<file path="config.mk">
export PLATFORM = sky130hd
export DESIGN_NAME = decoder_fifo
export DESIGN_NICKNAME = d
export VERILOG_FILES = /design/src/rtl/decoder_fifo.sv
export SDC_FILE = /design/constraint.sdc
export NUM_CORES = 1
export LEC_CHECK = 0
export ABC_AREA = 1
export CELL_PAD_IN_SITES_DETAIL_PLACEMENT = 0
export CELL_PAD_IN_SITES_GLOBAL_PLACEMENT = 1
export CORE_ASPECT_RATIO = 1.4
export CORE_MARGIN = 2
export CORE_UTILIZATION = 33
export CTS_BUF_LIST = sky130_fd_sc_hd__clkbuf_8 sky130_fd_sc_hd__clkbuf_16
export CTS_CLUSTER_SIZE = 8
export DETAILED_ROUTE_END_ITERATION = 12
export PLACE_DENSITY_LB_ADDON = 0.2
export SLEW_MARGIN = 20
export SYNTH_ARGS = -nofsm -noshare
export SYNTH_HDL_FRONTEND = slang
export SYNTH_SLANG_ARGS = --single-unit
</file>
<file path="constraint.sdc">
create_clock -name clk -period 1.4 [get_ports clk]
set_input_delay 0.28 -clock clk [delete_from_list [all_inputs] [get_ports clk]]
set_output_delay 0.28 -clock clk [all_outputs]
set_load 0.05 [all_outputs]
</file>
<file path="src/rtl/decoder_fifo.sv">
// decoder_fifo: 3-to-8 one-hot decoder behind a DEPTH-entry show-ahead FIFO.
// Ports: clk, rst_n, clear | in_valid/in_ready/in_code | out_valid/out_ready/out_onehot | level, count.
module decoder_fifo #(
    parameter int DEPTH = 4
) (
    input  logic                       clk,
    input  logic                       rst_n,
    input  logic                       clear,
    input  logic                       in_valid,
    output logic                       in_ready,
    input  logic [0:2]                 in_code,
    output logic                       out_valid,
    input  logic                       out_ready,
    output logic [0:7]                 out_onehot,
    output logic [$clog2(DEPTH):0]     level,
    output logic [0:7]                 count
);

    localparam int AW = $clog2(DEPTH);
    localparam int LW = AW + 1;

    logic [2:0]    mem [DEPTH];
    logic [AW-1:0] wr_ptr;
    logic [AW-1:0] rd_ptr;
    logic [2:0]    head;
    logic [2:0]    code_n;
    logic          push;
    logic          pop;

    // Codes are stored numerically; the ascending port range is only a view.
    assign code_n    = in_code;
    assign head      = mem[rd_ptr];

    assign in_ready  = (level < LW'(DEPTH));
    assign out_valid = (level != '0);
    assign push      = in_valid & in_ready;
    assign pop       = out_valid & out_ready;

    // Stale storage is masked whenever the FIFO is empty.
    assign out_onehot = out_valid ? (8'd1 << head) : 8'd0;

    // Storage needs no reset: empty entries are never shown.
    always_ff @(posedge clk) begin
        if (push && !clear) begin
            mem[wr_ptr] <= code_n;
        end
    end

    // DEPTH is a power of two, so pointers wrap naturally.
    always_ff @(posedge clk or negedge rst_n) begin
        if (!rst_n) begin
            wr_ptr <= '0;
            rd_ptr <= '0;
            level  <= '0;
            count  <= '0;
        end else if (clear) begin
            wr_ptr <= '0;
            rd_ptr <= '0;
            level  <= '0;
            count  <= '0;
        end else begin
            if (push) begin
                wr_ptr <= wr_ptr + 1'b1;
            end
            if (pop) begin
                rd_ptr <= rd_ptr + 1'b1;
                count  <= count + 8'd1;
            end
            unique case ({push, pop})
                2'b10:   level <= level + 1'b1;
                2'b01:   level <= level - 1'b1;
                default: level <= level;
            endcase
        end
    end

endmodule

</file>
==> flow_metrics.py <==
metrics = {
    "yosys": {
        "synth_fp_nets": 193,
        "ys_ff_latch": 27,
        "syn_inst": 179,
        "yosysWarningCount": 0,
        "synth_cell_types": 21,
        "syn_area_um2": 1453,
        "avgSynthCellArea_um2": 8.115,
        "seq_area_frac_synth": 0.5065,
    },
    "setup_path": {
        "cp_data_arrival_time_ps": 1640,
        "max_stage_delay_ps": 460,
        "crit_fanout": 5,
        "worstSetupPathType": "register to primary output",
        "end_kind": "primary output",
        "critPathSlowestCell": "dfrtp_2",
        "path_common_cell": "nor2_1",
        "worstPathRequired_ps": 1120,
        "startpoint_type": "register",
        "crit_chain": "inv_2, nor2_1, nor2_1, o21ai_2, nand2_2, buf_4, nand2_4, nor2_4, buf_12",
    },
    "floorplan": {
        "dieArea_um2": 4956,
        "rows": 28,
        "num_io_pins": 29,
        "die-width_um": 60.08,
        "coreArea_um2": 4239,
        "die_h_um": 82.50,
        "initial_core_util": 0.3427,
    },
    "sta": {
        "fmax_ghz": 0.5210,
        "fin_ws_ps": -519.2,
        "finalSetupTns_ps": -4570,
        "setup_viol_count_final": 15,
        "tightest_slew_ps": 268.0,
        "rsz0062_at_grt": "true",
        "drv_slew": 0,
        "maxSlewHeadroom": 0.8213,
        "hold_viol": 0,
        "min_period_over_period": 1.371,
        "clock_skew_ps": 3.613,
        "finalCriticalPeriod_ps": 1919,
    },
    "cts": {
        "clk_latency_ps": 270,
        "htree_levels": 1,
        "cts_tree": "done",
        "cts_buffers": 3,
        "cts-root-buf": "clkbuf_8",
        "cts_sinks": 27,
        "cts_buffer_depth": 2,
        "clk_pin_slew_ps": 100,
        "cts_hold_buf": 0,
    },
    "detailed_routing": {
        "wire_per_inst_um": 12.86,
        "route.top_layer_used": "met4",
        "vias": 1382,
        "routed_wl_mm": 3.896,
        "first_iter_violations": 38,
        "routed_via_density": 4.561,
        "routed-wl-met2_mm": 2.273,
        "wl_met3_um": 92,
        "drc": 0,
        "drtPass1Iterations": 4,
        "wl_met1_mm": 1.426,
        "ant_nets": 0,
    },
    "power_and_ir_drop": {
        "p_clk_frac": 0.101,
        "seqPwrFrac": 0.225,
        "power.total_mw": 4.677,
        "p_sw_frac": 0.4431,
        "power_density_nw_per_um2": 1762,
        "power.switching_mw": 2.072,
        "pwr-share-comb": 0.674,
        "peakVddDrop_uv": 902.5,
        "internal_power_mw": 2.605,
        "p_leak_nw": 1.177,
    },
    "layout": {
        "nNetsFinal": 258,
        "diodes": 0,
        "drive_gt1_frac": 0.4856,
        "syn_to_final_growth_pct": 82.69,
        "fillers": 351,
    },
    "global_route": {
        "antenna_found_initial": 0,
        "grtUsageTotal": 0.1823,
        "grt_pass1_vias": 1478,
        "grt_max_degree": 18,
        "gr-total-overflow": 0,
        "grt_pass1_wl_mm": 6.803,
    },
    "place": {
        "hpwl_mm": 2.895,
        "pre_cts_slack_ps": -268.6,
        "port_buffers": 28,
        "gp_congestion": 0.8272,
    },
    "flow_run": {
        "maxCapViolCount": 0,
    },
    "outcome": {
        "status": "finished, violations left",
        "violations": "negative setup slack",
    },
    "hold_path": {
        "hold_path_class": "primary input to asynchronous set/reset pin",
    },
}
cells by family after synthesis:
logic type / count (synthesis) / share of synthesized area
xor+xnor: 1 / 0.006030
flops: 27 / 0.5065
buf+inv: 32 / 0.08268
compound gates: 15 / 0.05771
fa+ha+maj: 6 / 0.05685
simple gates: 98 / 0.2903
worst paths after layout:
kind	start	end	slack, ps	cells past startpoint
min in group clk	wr_ptr[1]	wr_ptr[1]	540	2
hold / removal	rst_n	count[0]	310	2
max in group asynchronous	rst_n	rd_ptr[1]	880	2
setup / recovery	rd_ptr[0]	out_onehot[2]	-520	9
setup reg to reg	level[2]	level[1]	-220	8
hold reg to reg	wr_ptr[1]	wr_ptr[1]	540	2
cell type report:
class	count	area, um^2	area share
Tap cell	60	75.07	0.02829
Timing Repair inverter	1	7.507	0.002829
Inverter	32	132.6	0.04998
Clock buffer	3	41.29	0.01556
Sequential cell	27	744.5	0.2805
Multi-Input combinational cell	120	873.3	0.3291
Clock inverter	1	8.758	0.003300
Timing Repair Buffer	59	770.7	0.2904
synthesized netlist by cell type:
cell / count / area [um^2]
o21ai_1: 1 / 5.000
o21ai_0: 8 / 40.04
o211ai_1: 1 / 7.510
nand3_4: 1 / 17.52
a21oi_1: 2 / 10.01
inv_2: 3 / 11.26
nor2_1: 29 / 108.9
o22ai_1: 1 / 6.260
or2_2: 1 / 6.260
o21bai_1: 2 / 15.01
nand4_1: 6 / 37.54
inv_1: 29 / 108.9
nand2_1: 50 / 187.7
dfrtp_1: 15 / 375.4
nand3_1: 9 / 45.04
nand2_4: 1 / 11.26
ha_1: 5 / 62.56
edfxtp_1: 12 / 360.4
xor2_1: 1 / 8.760
nor3b_1: 1 / 7.510
fa_1: 1 / 20.02
cell usage in the layout (no fill, tap or decap):
cell type        Yosys  final
nand2_4              1      6
a21oi_1              2      2
inv_4                0      3
o21bai_1             2      2
edfxtp_1            12     12
nor2_4               0     19
dfrtp_2              0      7
nand4_1              6      6
buf_12               0     23
xor2_1               1      1
clkbuf_8             0      3
nand3_4              1      2
nand2_2              0      6
inv_2                3      6
o22ai_2              0      1
o211ai_1             1      1
nand3_1              9      4
fa_2                 0      1
o21ai_2              0      2
nand2_1             50     37
buf_4                0     23
clkinvlp_4           0      1
o21ai_1              1      3
nor2_1              29     10
inv_6                0      2
nor3b_1              1      1
nand3_2              0      4
nand2_8              0      2
or2_2                1      1
buf_6                0      6
clkdlybuf4s50_1      0      7
dfrtp_1             15      8
ha_1                 5      5
o21ai_0              8      4
inv_1               29     22
timing repair:
item                                    CTS  global route
gates resized for setup                  34            29
gates cloned                              1             0
pin swaps                                11            17
endpoints found under the setup margin   13            26
setup buffers                             6             4
power groups by stage:
| stage | Clock, mW | Sequential, mW | Combinational, mW |
|---|---|---|---|
| global route | 0.513 | 1.07 | 3.35 |
| CTS | 0.489 | 1.05 | 2.86 |
| global placement | 0 | 1.05 | 2.42 |
| finish | 0.472 | 1.05 | 3.15 |
| detailed placement | 0 | 1.05 | 2.46 |
| floorplan | 0 | 1.23 | 1.15 |
through the flow:
| step | area (um^2) | instances | utilization | hold WS, ps |
|---|---|---|---|---|
| finish | 2654 | 303 | 0.6260 | 312.6 |
| global route | 2654 | 303 | 0.6260 | 348.4 |
| CTS | 2510 | 299 | 0.5921 | 323.8 |
| detailed placement | 2297 | 288 | 0.5419 | 527.4 |
| global placement | 2297 | 288 | 0.5419 | 505.8 |
| floorplan | 1574 | 179 | - | -15.59 |
flip-flops by register name (all words and copies together), names as in the netlist:
signal and flops:
wr_ptr 2, rd_ptr 2, count 8, level 3, mem 12
per-layer routing:
| metal | up-vias | track usage |
|---|---|---|
| li1 | 694 | - |
| met4 | 0 | 0.07111 |
| met5 | - | 0 |
| met3 | 10 | 0.01713 |
| met1 | 649 | 0.2071 |
| met2 | 29 | 0.3413 |
critical path, delay by kind of cell (launching register included):
| family | cells | cell delay, ps |
|---|---|---|
| flops | 1 | 460 |
| compound gates | 1 | 70 |
| simple gates | 5 | 440 |
| buf+inv | 3 | 380 |
Power figures use the tool's default switching activity.
